$ cat src/rtl/phase_seq.sv
// Instruction phase sequencer: latches an instruction word, then walks the REG/MOD/RAD
// strobes, an optional memory wait, and EXEC/WBK, each as a one-cycle Moore pulse.
module phase_seq #(
    parameter int WAIT_MAX = 15,
    parameter int CNT_W    = 16
) (
    input  logic             CLK,
    input  logic             RST,
    input  logic             IR_VALID,
    input  logic [15:0]      IR_IN,
    input  logic             MEM_RDY,
    input  logic             HALT_REQ,
    output logic             IR_ACK,
    output logic [15:0]      IR,
    output logic             REG,
    output logic             MOD,
    output logic             RAD,
    output logic             MEM_WAIT,
    output logic             EXEC,
    output logic             WBK,
    output logic             HALTED,
    output logic             ERR,
    output logic [CNT_W-1:0] INSTR_CNT
);

    typedef enum logic [2:0] {
        IDLE,
        S_REG,
        S_MOD,
        S_RAD,
        S_WAIT,
        S_EXEC,
        S_WB,
        HALT
    } state_t;

    localparam logic [7:0]       WAIT_LIM = 8'(WAIT_MAX);
    localparam logic [CNT_W-1:0] CNT_ONE  = {{(CNT_W-1){1'b0}}, 1'b1};

    state_t     state;
    state_t     state_next;
    logic [7:0] wait_cnt;
    logic       accept;
    logic       short_form;
    logic       timeout;

    assign accept     = (state == IDLE) && IR_VALID && !HALT_REQ;
    // Register-immediate opcode skips the mode-driven phases entirely.
    assign short_form = (IR[15:12] == 4'b1011) || (IR[7:6] == 2'b00);
    assign timeout    = (state == S_WAIT) && !MEM_RDY && (wait_cnt == WAIT_LIM);

    always_ff @(posedge CLK) begin
        if (RST) begin
            state <= IDLE;
        end else begin
            state <= state_next;
        end
    end

    always_comb begin
        state_next = state;
        case (state)
            IDLE: begin
                if (HALT_REQ) begin
                    state_next = HALT;
                end else if (IR_VALID) begin
                    state_next = S_REG;
                end
            end
            S_REG: begin
                if (short_form) begin
                    state_next = S_EXEC;
                end else if (IR[6]) begin
                    state_next = S_MOD;
                end else begin
                    state_next = S_RAD;
                end
            end
            S_MOD:  state_next = IR[7] ? S_RAD : S_EXEC;
            S_RAD:  state_next = S_WAIT;
            S_WAIT: begin
                if (MEM_RDY) begin
                    state_next = S_EXEC;
                end else if (timeout) begin
                    state_next = IDLE;
                end
            end
            S_EXEC: state_next = S_WB;
            S_WB:   state_next = IDLE;
            HALT: begin
                if (!HALT_REQ) begin
                    state_next = IDLE;
                end
            end
            default: state_next = IDLE;
        endcase
    end

    // Wait counter idles at zero outside S_WAIT, so it is already cleared on entry.
    always_ff @(posedge CLK) begin
        if (RST) begin
            IR        <= 16'h0000;
            wait_cnt  <= 8'd0;
            ERR       <= 1'b0;
            INSTR_CNT <= '0;
        end else begin
            if (accept) begin
                IR <= IR_IN;
            end
            if (state != S_WAIT) begin
                wait_cnt <= 8'd0;
            end else if (!MEM_RDY && !timeout) begin
                wait_cnt <= wait_cnt + 8'd1;
            end
            if (timeout) begin
                ERR <= 1'b1;
            end
            if (state == S_WB) begin
                INSTR_CNT <= INSTR_CNT + CNT_ONE;
            end
        end
    end

    assign IR_ACK   = (state == S_REG);
    assign REG      = (state == S_REG);
    assign MOD      = (state == S_MOD);
    assign RAD      = (state == S_RAD);
    assign MEM_WAIT = (state == S_WAIT);
    assign EXEC     = (state == S_EXEC);
    assign WBK      = (state == S_WB);
    assign HALTED   = (state == HALT);

endmodule

$ cat config.mk
export PLATFORM = sky130hd
export DESIGN_NAME = phase_seq
export DESIGN_NICKNAME = d
export VERILOG_FILES = /design/src/rtl/phase_seq.sv
export SDC_FILE = /design/constraint.sdc
export NUM_CORES = 1
export LEC_CHECK = 0
export BUFFER_PORTS_ARGS = -buffer_cell sky130_fd_sc_hd__buf_4
export CAP_MARGIN = 20
export CORE_MARGIN = 4
export CORE_UTILIZATION = 45
export DETAILED_ROUTE_END_ITERATION = 10
export PLACE_DENSITY = 0.74
export SLEW_MARGIN = 5
export SYNTH_ARGS = -nofsm -noshare
export SYNTH_HDL_FRONTEND = slang
export SYNTH_SLANG_ARGS = --single-unit
$ cat constraint.sdc
create_clock -name CLK -period 1.45 [get_ports CLK]
set_input_delay 0.29 -clock CLK [delete_from_list [all_inputs] [get_ports CLK]]
set_output_delay 0.29 -clock CLK [all_outputs]
set_load 0.1 [all_outputs]
* After elaboration in Yosys (flattened, before gate mapping) *
Index checks and enable logic that the tools add are counted.

operators by class
  add/sub/neg operators = 2
  multipliers = 0
  divide/modulo/power cells = 0
  $lt $le $gt $ge = 0
  eq/ne operators = 13
  shifts and indexed selects = 0
  mux-type cells = 9
  bitwise operators = 0
  reduce and logical (&&, ||, !) cells = 13

operators by type and width
  cell                                                             number
  3-bit one-hot mux with 8 select lines                            1
  3-bit 2-to-1 mux                                                 7
  16-bit by 1-bit adder with 16-bit output, second input constant  1
  3-bit == test, second input constant                             4
  8-bit by 1-bit adder with 8-bit output, second input constant    1
  8-bit by 4-bit == test with 1-bit output, second input constant  1
  3-bit by 2-bit == test with 1-bit output, second input constant  2
  3-bit != test, second input constant                             2
  1-bit logical AND                                                5
  4-bit == test, second input constant                             1
  3-bit by 1-bit == test with 1-bit output, second input constant  1
  1-bit zero test                                                  3
  3-bit zero test                                                  1
  3-bit by 2-bit != test with 1-bit output, second input constant  1
  3-bit AND reduction                                              1
  2-bit zero test                                                  1
  2-bit != test, second input constant                             1
  2-bit OR reduction                                               1
  1-bit logical OR                                                 1
  1-bit 2-to-1 mux                                                 1

word-level totals
  flip-flop bits (word level) = 44
  bits in latches = 0
  RAM bits = 0
  memory bits (read-only) = 0
  input port bits = 21
  output and inout bits = 41
  memories kept = 0

* Depth between registers and ports, before layout *
Gate-level depths: netlist (run 1).

  word-level depth = 6
  mapped depth = 6
  depth with buffers taken out = 5

* Worst setup path before layout (run 1) *
No wires, ideal clock.

  kind = flip-flop to output port
  start = register state[0]
  end = output REG
  arrival = 3.458 ns
  data required time = 1.160 ns
  path slack = -2.298 ns
  stages on the path, launching flop included = 4
  buffers on the path = 2
  cells stage by stage = dfxtp_1 > clkbuf_2 > nor3b_1 > buf_4

between the ends
  word-level cells in the longest chain between the ends = 1

ends and longest elaborated chain
  what                                      line  RTL
  from (decl)                               40    state_t state;
  from (signal assigned)                    56    state <= state_next;
  3-bit by 1-bit == test with 1-bit output  -
  to (decl)                                 15    output logic REG,

Every way passes these cells.

* Worst setup path after layout (run 1) *
  start = register state[1]
  end = output IR_ACK

between the ends
  word-level cells in the longest chain between the ends = 1

ends and longest elaborated chain
  what                                      line  RTL
  3-bit by 1-bit == test with 1-bit output  124   assign IR_ACK = (state == S_REG);
  to (decl)                                 13    output logic IR_ACK,

Every way passes these cells.

==> metrics.md, run 1 <==
| Metric | Value |
|---|---|
| Largest stage delay, worst path | `0.35 ns` |
| Vias/cell | `5.17` |
| Hold Fails Final Rpt | `0` |
| Warning count from the yosys run | `0` |
| Fillers | `362` |
| Layout cells sized above 1 | `42.7%` |
| Die Height | `74.8 µm` |
| Worst relative slew slack | `73.8%` |
| Avg Synthesized Cell Area | `8.51 µm²` |
| Pre-antenna DRT Iters | `4` |
| NetSw | `1.14 mW` |
| Layer with the highest usage | `met2` |
| CTS clk-pin slew, worst paths | `0.08 ns` |
| Static leakage | `1.23 nW` |
| CTS tree | `done` |
| Sw Share | `36.7%` |
| H-Tree Depth | `2` |
| Final nets | `338` |
| Post-layout util | `68.9%` |
| Fin. max-slew vios | `0` |
| Unrepaired setup endpoints after global routing | `yes` |
| Vias in the first global route | `1754` |
| Synth-to-layout area growth | `48.4%` |
| Netlist cell types | `40` |
| Combinational share of power | `34.9%` |
| Core Area | `4320 µm²` |
| Post-Synthesis Cells | `236` |
| Number of core rows | `24` |
| GRT met3 Usage | `6.14%` |
| Chip Width | `74.8 µm` |
| Final WS setup | `-0.170 ns` |
| Clk root buf | `clkbuf_8` |
| Input/output buffers | `61` |
| Worst path cell trace | `buf_6, nor3b_4, buf_12` |
| Worst endpoint required time | `1.16 ns` |
| Num CTS Buffers | `5` |
| Tightest Pin Transition | `0.388 ns` |
| First-pass GRT wire length | `7.89 mm` |
| Post-route cell area | `2980 µm²` |
| Post-Syn Area | `2010 µm²` |
| Clock Sink Count | `44` |
| Placed Area | `2690 µm²` |
| Finish-stage setup viols | `25` |
| Number of enable flip-flop cells after synthesis | `0` |
| Gr usage total | `18.3%` |
| Setup TNS | `-1.41 ns` |
| Initial Util | `46.4%` |
| Max Cap Violations | `0` |
| Congestion Overflow GR | `0` |
| DP HPWL | `3.49 mm` |
| Post-route ant nets | `0` |
| Sequential area share after synthesis | `43.9%` |
| Routed vias | `1901` |
| Min-Delay Path Class | `input port to flop` |
| GP Congestion | `0.785` |
| Synthesized flop and latch total | `44` |
| Setup skew after layout | `0.00850 ns` |
| Final Cycle Share | `112%` |
| Met2 Use GR | `31.2%` |
| Outcome | `finished with violations` |
| Io pins | `62` |
| Syn Nets | `259` |
| Initial DRC count | `35` |
| Minimum clock period | `1.62 ns` |
| PwrDens | `1050 nW/µm²` |
| Async set or reset register ratio after synthesis | `0%` |
| Top FF cell, synth | `dfxtp_1` |
| # diodes | `0` |
| Peak supply drop | `0.662 mV` |
| DRC | `0` |
| Clock Latency Late Sink | `0.30 ns` |
| Die area | `5600 µm²` |
| Wire per inst | `13.5 µm` |
| Internal Power | `1.97 mW` |
| Sequential fraction of design power | `41.3%` |
| Initial antenna violation count | `0` |
| Clk pwr share | `23.8%` |
| CTS Buffer Depth | `2` |
| Fmax achieved | `617 MHz` |
| Met1 usage | `21.3%` |
| Max stage delay cell, worst path | `dfxtp_2` |
| Startpoint Class | `flop` |
| Final Power | `3.12 mW` |
| Critical path peak fanout | `5` |
| Worst Path Arrival | `1.33 ns` |
| Critical setup path kind | `flop to output pin` |
| Pin count of the biggest net entering global routing | `37` |
| Crit path capture type | `output pin` |
| WL final | `4.96 mm` |
| Violated checks | `setup timing` |
==> critical path, delay by kind of cell (launching register included) <==
family                 cells  cell delay (ns)
flip-flops                 1             0.35
buffers and inverters      2             0.34
AND/OR/NAND/NOR            1             0.33
==> cells by family (layout without fill, tap and decap cells) <==
| group | Yosys count | after routing | share of synthesized area, % |
|---|---|---|---|
| buffers and inverters | 19 | 99 | 4.86 |
| muxes | 4 | 4 | 1.99 |
| and+or+nand+nor | 112 | 112 | 29.2 |
| xor gates and xnor gates | 14 | 14 | 6.11 |
| AOI/OAI and AO/OA | 41 | 41 | 12.7 |
| DFF | 44 | 44 | 43.9 |
| adders and majority gates | 2 | 2 | 1.25 |
==> power groups by stage <==
stage	sequential [mW]	clock (mW)	combinational, mW
detailed placement	1.31	0	0.891
CTS	1.29	0.762	1.03
floorplan	1.50	0	0.509
global placement	1.31	0	0.886
finish	1.29	0.742	1.09
global route	1.30	0.818	1.14
==> placed cells by master, fill, tap and decap left out, drive strengths merged, types with 4 or more instances in the layout <==
cell | synthesis | final
nand2 | 42 | 42
dfxtp | 44 | 44
nor2 | 23 | 23
clkbuf | 8 | 7
or3 | 5 | 5
buf | 7 | 87
o21ai | 7 | 7
nand3 | 7 | 7
and3 | 6 | 6
mux2i | 4 | 4
a21oi | 24 | 24
nand4 | 8 | 8
and2 | 5 | 5
inv | 4 | 4
xor2 | 11 | 11
==> metrics by stage <==
step | cells | hold WS, ns | worst slack, ns
3_3_place_gp | 354 | 0.442 | 0.0716
4_1_cts | 366 | 0.220 | -0.163
5_1_grt | 368 | 0.222 | -0.213
6_report | 368 | 0.222 | -0.170
3_5_place_dp | 354 | 0.447 | 0.0205
2_1_floorplan | 236 | 0.416 | -0.509
==> worst paths after layout <==
path                          from             endpoint  slack (ns)  cells past startpoint
max          state[1]$_SDFFE_PP0P_               IR_ACK       -0.17                      3
min                      IR_IN[14]  IR[14]$_SDFFE_PP0P_        0.22                      3
max reg2reg  state[0]$_SDFFE_PP0P_   IR[4]$_SDFFE_PP0P_       -0.06                      7
min reg2reg    IR[10]$_SDFFE_PP0P_  IR[10]$_SDFFE_PP0P_        0.46                      2
==> routing by layer <==
layer | up-vias | part of all wire [%]
met5 | - | 0
met4 | 0 | 1.5
met3 | 7 | 6.7
met2 | 47 | 50
met1 | 877 | 42
li1 | 970 | -
==> synthesized netlist by cell type, types with 3 or more instances <==
master    count  area, µm²
nor2_1       23       86.3
and4b_1       3       30.0
clkbuf_1      7       26.3
nand3_1       7       35.0
inv_1         4       15.0
mux2i_1       4       40.0
xnor2_1       3       26.3
and2_1        5       31.3
o21ai_0       7       35.0
nand2_1      42        158
or3_1         5       31.3
a31oi_1       3       18.8
and3_1        6       37.5
nand4b_1      3       26.3
dfxtp_1      44        881
nand4_1       7       43.8
buf_4         4       30.0
xor2_1       11       96.3
a21oi_1      24        120
==> repair_timing <==
action                                  CTS  global route
setup buffers                             4             2
hold buffers                              0             0
pin swaps                                 2             2
resized for setup                        36            10
endpoints found under the setup margin    9            30
==> final cells by class <==
type | instances | area [µm²] | area share [%]
Clock buffer | 7 | 76.3 | 2.56
Timing Repair Buffer | 87 | 772 | 25.9
Inverter | 4 | 22.5 | 0.756
Sequential cell | 44 | 953 | 32.0
Tap cell | 52 | 65.1 | 2.18
Clock inverter | 1 | 5.00 | 0.168
Multi-Input combinational cell | 173 | 1090 | 36.4
==> flip-flops by register name, summed over array words and instances, names as in the netlist <==
| register | count |
|---|---|
| wait_cnt | 8 |
| ERR | 1 |
| INSTR_CNT | 16 |
| state | 3 |
| IR | 16 |
Power figures use the tool's default switching activity.
==> run 2, diff against run 1 <==
- CORE_MARGIN: 4 -> 5
- MAX_ROUTING_LAYER: default -> met4
==> run 2 against run 1 <==
Via count is 2.4% higher. Sequential cell count stayed put. Final cell count is 0.54% lower. Routed wire length is 2.3% higher. Fmax is 2.6% higher. Non-clock buffer count is 2 lower. The flow still finishes with violations (setup timing). Sequential share of layout area is 0.14 points lower. Critical path depth is 1 higher. Register-to-register slack better by 0.07 ns. Worst hold slack better by 0.0093 ns.
==> metrics.md, run 2 (synthesis gave the netlist of run 1 again) <==
| Metric | Value |
|---|---|
| Vias in the first global route | `1836 (+4.7%)` |
| Die area | `5900 µm² (+5.4%)` |
| Internal Power | `2.02 mW (+2.4%)` |
| Startpoint Class | `flop` |
| Worst relative slew slack | `73.7% (-0.092 points)` |
| # diodes | `0 (unchanged)` |
| GP Congestion | `0.826 (+5.2%)` |
| CTS clk-pin slew, worst paths | `0.08 ns (about the same)` |
| Worst Path Arrival | `1.29 ns (-0.04 ns)` |
| Sw Share | `35.9% (-0.80 points)` |
| Pre-CTS setup slack | `0.0259 ns (+0.00545 ns)` |
| Peak supply drop | `0.686 mV (+3.6%)` |
| Critical setup path kind | `flop to output pin` |
| PwrDens | `1050 nW/µm² (+0.38%)` |
| Input/output buffers | `61 (unchanged)` |
| Minimum clock period | `1.58 ns (-0.0414 ns)` |
| Vias/cell | `5.32 (+2.9%)` |
| Most common cell after layout, fill and taps aside | `buf_4` |
| Max Cap Violations | `0 (unchanged)` |
| CTS Buffer Depth | `2 (unchanged)` |
| Static leakage | `1.23 nW (+0.11%)` |
| Clk root buf | `clkbuf_8` |
| Min-Delay Path Class | `input port to flop` |
| Wire per inst | `13.9 µm (+2.9%)` |
| Final nets | `336 (-0.59%)` |
| Chip Width | `76.8 µm (+2.7%)` |
| Sequential fraction of design power | `41.2% (about the same)` |
| DRC | `0 (unchanged)` |
| Number of core rows | `24 (unchanged)` |
| Final Power | `3.15 mW (+1.1%)` |
| Tightest Pin Transition | `0.395 ns (+0.00646 ns)` |
| Clock Latency Late Sink | `0.29 ns (about the same)` |
| GRT met3 Usage | `4.92% (-1.2 points)` |
| Final Cycle Share | `109% (-2.9 points)` |
| Initial antenna violation count | `0 (unchanged)` |
| H-Tree Depth | `2 (unchanged)` |
| Initial DRC count | `77 (+120%)` |
| Combinational share of power | `34.1% (-0.8 points)` |
| Met2 Use GR | `26.7% (-4.5 points)` |
| Met1 usage | `21.5% (+0.15 points)` |
| Fin. max-slew vios | `0 (unchanged)` |
| Pin count of the biggest net entering global routing | `37 (unchanged)` |
| Core Area | `4350 µm² (+0.69%)` |
| First-pass GRT wire length | `8.26 mm (+4.7%)` |
| Setup TNS | `-0.710 ns (+0.698 ns)` |
| Outcome | `finished with violations` |
| Synth-to-layout area growth | `49.5%` |
| Initial Util | `46.1% (-0.32 points)` |
| Critical path peak fanout | `5 (unchanged)` |
| CTS tree | `done` |
| Congestion Overflow GR | `0 (unchanged)` |
| Clock Sink Count | `44 (unchanged)` |
| WL final | `5.07 mm (+2.3%)` |
| Finish-stage setup viols | `8 (-68%)` |
| Violated checks | `setup timing` |
| Setup skew after layout | `0.00497 ns (-0.00353 ns)` |
| Num CTS Buffers | `5 (unchanged)` |
| DP HPWL | `3.62 mm (+3.6%)` |
| Biggest regs | `INSTR_CNT: 16 flops, IR: 16 flops, wait_cnt: 8 flops` |
| Fmax achieved | `634 MHz (+2.6%)` |
| Layout cells sized above 1 | `42.7% (-0.046 points)` |
| Worst endpoint required time | `1.16 ns (about the same)` |
| Gr usage total | `17.3% (-1.1 points)` |
| Final WS setup | `-0.129 ns (+0.0414 ns)` |
| NetSw | `1.13 mW (-1.1%)` |
| Commonest non-fill, non-tap cells in the layout | `70 x buf_4, 42 x nand2_1, 21 x a21oi_1, 21 x nor2_1, 20 x dfxtp_1` |
| Layer with the highest usage | `met2` |
| Die Height | `76.8 µm (+2.7%)` |
| Hold Fails Final Rpt | `0 (unchanged)` |
| Clk pwr share | `24.7% (+0.9 points)` |
| Io pins | `62 (unchanged)` |
| Routed vias | `1946 (+2.4%)` |
| Fillers | `337 (-6.9%)` |
| Unrepaired setup endpoints after global routing | `yes` |
| Crit path capture type | `output pin` |
| Pre-antenna DRT Iters | `4 (unchanged)` |
| Post-route ant nets | `0 (unchanged)` |
run 2: layout make-up:
| class | count | area (µm²) | share of cell area (%) |
|---|---|---|---|
| clock buffers | 8 | 90.1 | 3.00 |
| multi-input cells | 173 | 1110 | 37.0 |
| inverters | 4 | 15.0 | 0.500 |
| flip-flops and latches | 44 | 956 | 31.8 |
| well taps | 52 | 65.1 | 2.17 |
| repair buffers | 85 | 764 | 25.5 |
run 2: final timing paths:
check | slack, ns | startpoint | cells past startpoint | to
max | -0.13 | state[2]$_SDFFE_PP0P_ | 4 | REG
min | 0.23 | IR_IN[6] | 3 | IR[6]$_SDFFE_PP0P_
max reg2reg | 0.01 | state[0]$_SDFFE_PP0P_ | 4 | INSTR_CNT[13]$_SDFFE_PP0N_
min reg2reg | 0.46 | IR[4]$_SDFFE_PP0P_ | 2 | IR[4]$_SDFFE_PP0P_
run 2: power groups by stage:
stage                     clock network, mW  logic [mW]  registers [mW]
after floorplan                           0       0.509            1.50
after global placement                    0       0.870            1.31
after detailed placement                  0       0.873            1.32
after CTS                             0.808        1.02            1.29
after global routing                  0.861        1.12            1.31
final                                 0.779        1.07            1.30
run 2: stage by stage:
stage	area [µm²]	cells	utilization, %	hold WS [ns]
3_3_place_gp	2670	351	61.4	0.444
5_1_grt	3000	366	68.9	0.221
2_1_floorplan	2140	236	-	0.416
6_report	3000	366	68.9	0.231
4_1_cts	2930	364	67.3	0.223
3_5_place_dp	2670	351	61.4	0.451
run 2: worst max-delay path, cell delays in order (launching register included):
cell     delay [ns]
dfxtp_4        0.36
buf_6          0.13
nor3b_4        0.19
buf_6          0.15
buf_12         0.17
run 2: repair_timing:
action	in CTS	in global routing
gates resized for setup	35	15
setup endpoints to repair	8	38
pin swaps	1	3
hold buffers	0	0
setup buffers	5	1
cloned	0	1
run 2: per-layer routing:
metal  share of wire [%]  routed length (µm)
met5                   0                   0
met4                 1.4                  71
met3                 6.5                 331
met2                  50                2540
met1                  42                2130
==> run 3, diff against run 2 <==
- BUFFER_PORTS_ARGS: -buffer_cell sky130_fd_sc_hd__buf_4 -> default
- CORE_MARGIN: 5 -> default
- CORE_UTILIZATION: 45 -> 50
- DONT_BUFFER_PORTS: default -> 1
- PLACE_DENSITY: 0.74 -> default
- PLACE_DENSITY_LB_ADDON: default -> 0.08
==> run 3 against run 2 <==
The flow still finishes with violations (setup timing). First-iteration DRC count grew 70%. Design area shrank 7.8%. Die area shrank 28%. Clock skew grew 0.0017 ns. Largest cell class unchanged. Highest routed layer unchanged.
==> metrics.md, run 3 (synthesis gave the netlist of run 1 again) <==
| Metric | Value |
|---|---|
| Crit path capture type | `output pin` |
| Largest stage delay, worst path | `0.35 ns (about the same)` |
| Core Area | `3740 µm² (-14%)` |
| Gr usage total | `26.2% (+8.9 points)` |
| Unrepaired setup endpoints after global routing | `yes` |
| Post-layout util | `73.9% (+5.0 points)` |
| Worst relative slew slack | `73.9% (+0.26 points)` |
| Fillers | `274 (-19%)` |
| CTS tree | `done` |
| WL final | `5.00 mm (-1.5%)` |
| Fmax achieved | `646 MHz (+1.9%)` |
| Num CTS Buffers | `5 (unchanged)` |
| Clock Latency Late Sink | `0.29 ns (about the same)` |
| Static leakage | `1.08 nW (-12%)` |
| Violated checks | `setup timing` |
| Worst path cell trace | `buf_6, nor3b_4, buf_6, buf_12` |
| Pre-CTS setup slack | `-0.0369 ns (-0.0628 ns)` |
| Layout cells sized above 1 | `37.1% (-5.6 points)` |
| Wire per inst | `15.0 µm (+8.0%)` |
| CP Buf/Inv Count | `3 (unchanged)` |
| CTS Hold Buffers Added | `0 (unchanged)` |
| Peak supply drop | `0.687 mV (+0.26%)` |
| Final Power | `3.04 mW (-3.6%)` |
| Post-route cell area | `2770 µm² (-7.8%)` |
| Fin. max-slew vios | `0 (unchanged)` |
| Biggest regs | `INSTR_CNT: 16 flops, IR: 16 flops, wait_cnt: 8 flops` |
| R2R Setup Slk | `0.01 ns (about the same)` |
| Critical path peak fanout | `6 (+1)` |
| CTS clk-pin slew, worst paths | `0.08 ns (about the same)` |
| Finish-stage setup viols | `7 (-1)` |
| Clk root buf | `clkbuf_8` |
| Vias/cell | `5.63 (+5.9%)` |
| Startpoint Class | `flop` |
| CTS Buffer Depth | `2 (unchanged)` |
| Top layer in use | `met4` |
| First-pass GRT wire length | `8.42 mm (+1.9%)` |
| Final Cycle Share | `107% (-2.0 points)` |
| H-Tree Depth | `2 (unchanged)` |
| Congestion Overflow GR | `0 (unchanged)` |
| # diodes | `0 (unchanged)` |
| Post-route ant nets | `0 (unchanged)` |
| Initial DRC count | `131 (+70%)` |
| Wire length on met3 | `259 µm (-22%)` |
| PwrDens | `1100 nW/µm² (+4.6%)` |
| Placed Area | `2580 µm² (-3.3%)` |
| Initial antenna violation count | `0 (unchanged)` |
| Max Cap Violations | `0 (unchanged)` |
| Vias in the first global route | `1901 (+3.5%)` |
| Min-Delay Path Class | `input port to flop` |
| GP Congestion | `0.892 (+8.0%)` |
| Input/output buffers | `0 (-100%)` |
| Setup skew after layout | `0.00671 ns (+0.00174 ns)` |
| Clock Sink Count | `44 (unchanged)` |
| Top delay family on crit path | `buffers and inverters` |
| Synth-to-layout area growth | `37.8%` |
| Hold Fails Final Rpt | `0 (unchanged)` |
| Final WS setup | `-0.0991 ns (+0.0294 ns)` |
| Routed length on met2 | `2.59 mm (+2.0%)` |
| Minimum clock period | `1.55 ns (-0.0294 ns)` |
| Die area | `4270 µm² (-28%)` |
| Initial Util | `53.6% (+7.5 points)` |
| Outcome | `finished with violations` |
| Critical setup path kind | `flop to output pin` |
| Io pins | `62 (unchanged)` |
| Routed vias | `1881 (-3.3%)` |
| DRC | `0 (unchanged)` |
| Number of core rows | `22 (-8.3%)` |
| Worst endpoint required time | `1.16 ns (about the same)` |
| Worst Path Arrival | `1.26 ns (-0.03 ns)` |
| Metal-1 WL | `2.09 mm (-2.2%)` |
| Die Height | `65.4 µm (-15%)` |
| DP HPWL | `3.66 mm (+1.1%)` |
| Chip Width | `65.4 µm (-15%)` |
| Max stage delay cell, worst path | `dfxtp_2` |
| Final nets | `308 (-8.3%)` |
| Pin count of the biggest net entering global routing | `38 (+2.7%)` |
| Pre-antenna DRT Iters | `4 (unchanged)` |
| Most common cell after layout, fill and taps aside | `buf_4` |
| Commonest non-fill, non-tap cells in the layout | `43 x buf_4, 42 x nand2_1, 24 x a21oi_1` |
| Most frequent cell on the critical path | `buf_6` |
| Tightest Pin Transition | `0.386 ns (-0.00902 ns)` |
==> run 3: cell count changes in the layout (fill, tap and decap cells not counted), sizes merged <==
cell	before	now
buf	85	57
clkbuf	8	7
clkinv	0	1
==> run 3: per-stage QoR <==
step           std cells  setup TNS, ns  hold slack [ns]
2_1_floorplan        236          -2.15            0.416
3_3_place_gp         321              0            0.354
3_5_place_dp         321        -0.0369            0.357
4_1_cts              333         -0.579           0.0478
5_1_grt              334          -1.63           0.0356
6_report             334         -0.519           0.0520
==> run 3: layer usage <==
| layer | global-route usage (%) | up-vias |
|---|---|---|
| met3 | 6.60 | 9 |
| li1 | - | 916 |
| met1 | 30.5 | 898 |
| met2 | 43.6 | 58 |
| met4 | 9.24 | 0 |
| met5 | - | - |
==> run 3: area by class of cell <==
class                      count  area [µm²]  share of cell area [%]
timing repair buffer          57         559                    20.2
multi-input combinational    173        1090                    39.4
tap                           48        60.1                    2.17
clock buffer                   7        76.3                    2.76
sequential                    44         953                    34.4
inverter                       4        22.5                   0.814
clock inverter                 1        5.00                   0.181
==> run 3: timing repair <==
| action | CTS | global route |
|---|---|---|
| setup buffers | 4 | 1 |
| pin swaps | 2 | 3 |
| resized for setup | 19 | 5 |
| setup endpoints to repair | 12 | 35 |
==> run 3: final timing paths <==
path / start / to / cells past startpoint
worst min register to register: IR[5]$_SDFFE_PP0P_ / IR[5]$_SDFFE_PP0P_ / 2
worst max-delay path: state[1]$_SDFFE_PP0P_ / REG / 4
worst min-delay path: RST / IR[14]$_SDFFE_PP0P_ / 1
worst max register to register: state[0]$_SDFFE_PP0P_ / INSTR_CNT[15]$_SDFFE_PP0N_ / 4
==> run 3: report_power, final <==
part           internal [mW]  leakage (nW)  total (mW)  switching (mW)
Clock                  0.339        0.0422       0.741           0.403
Sequential              1.24         0.373        1.29          0.0482
Combinational          0.349         0.666        1.01           0.664
Total                   1.92          1.08        3.04            1.12
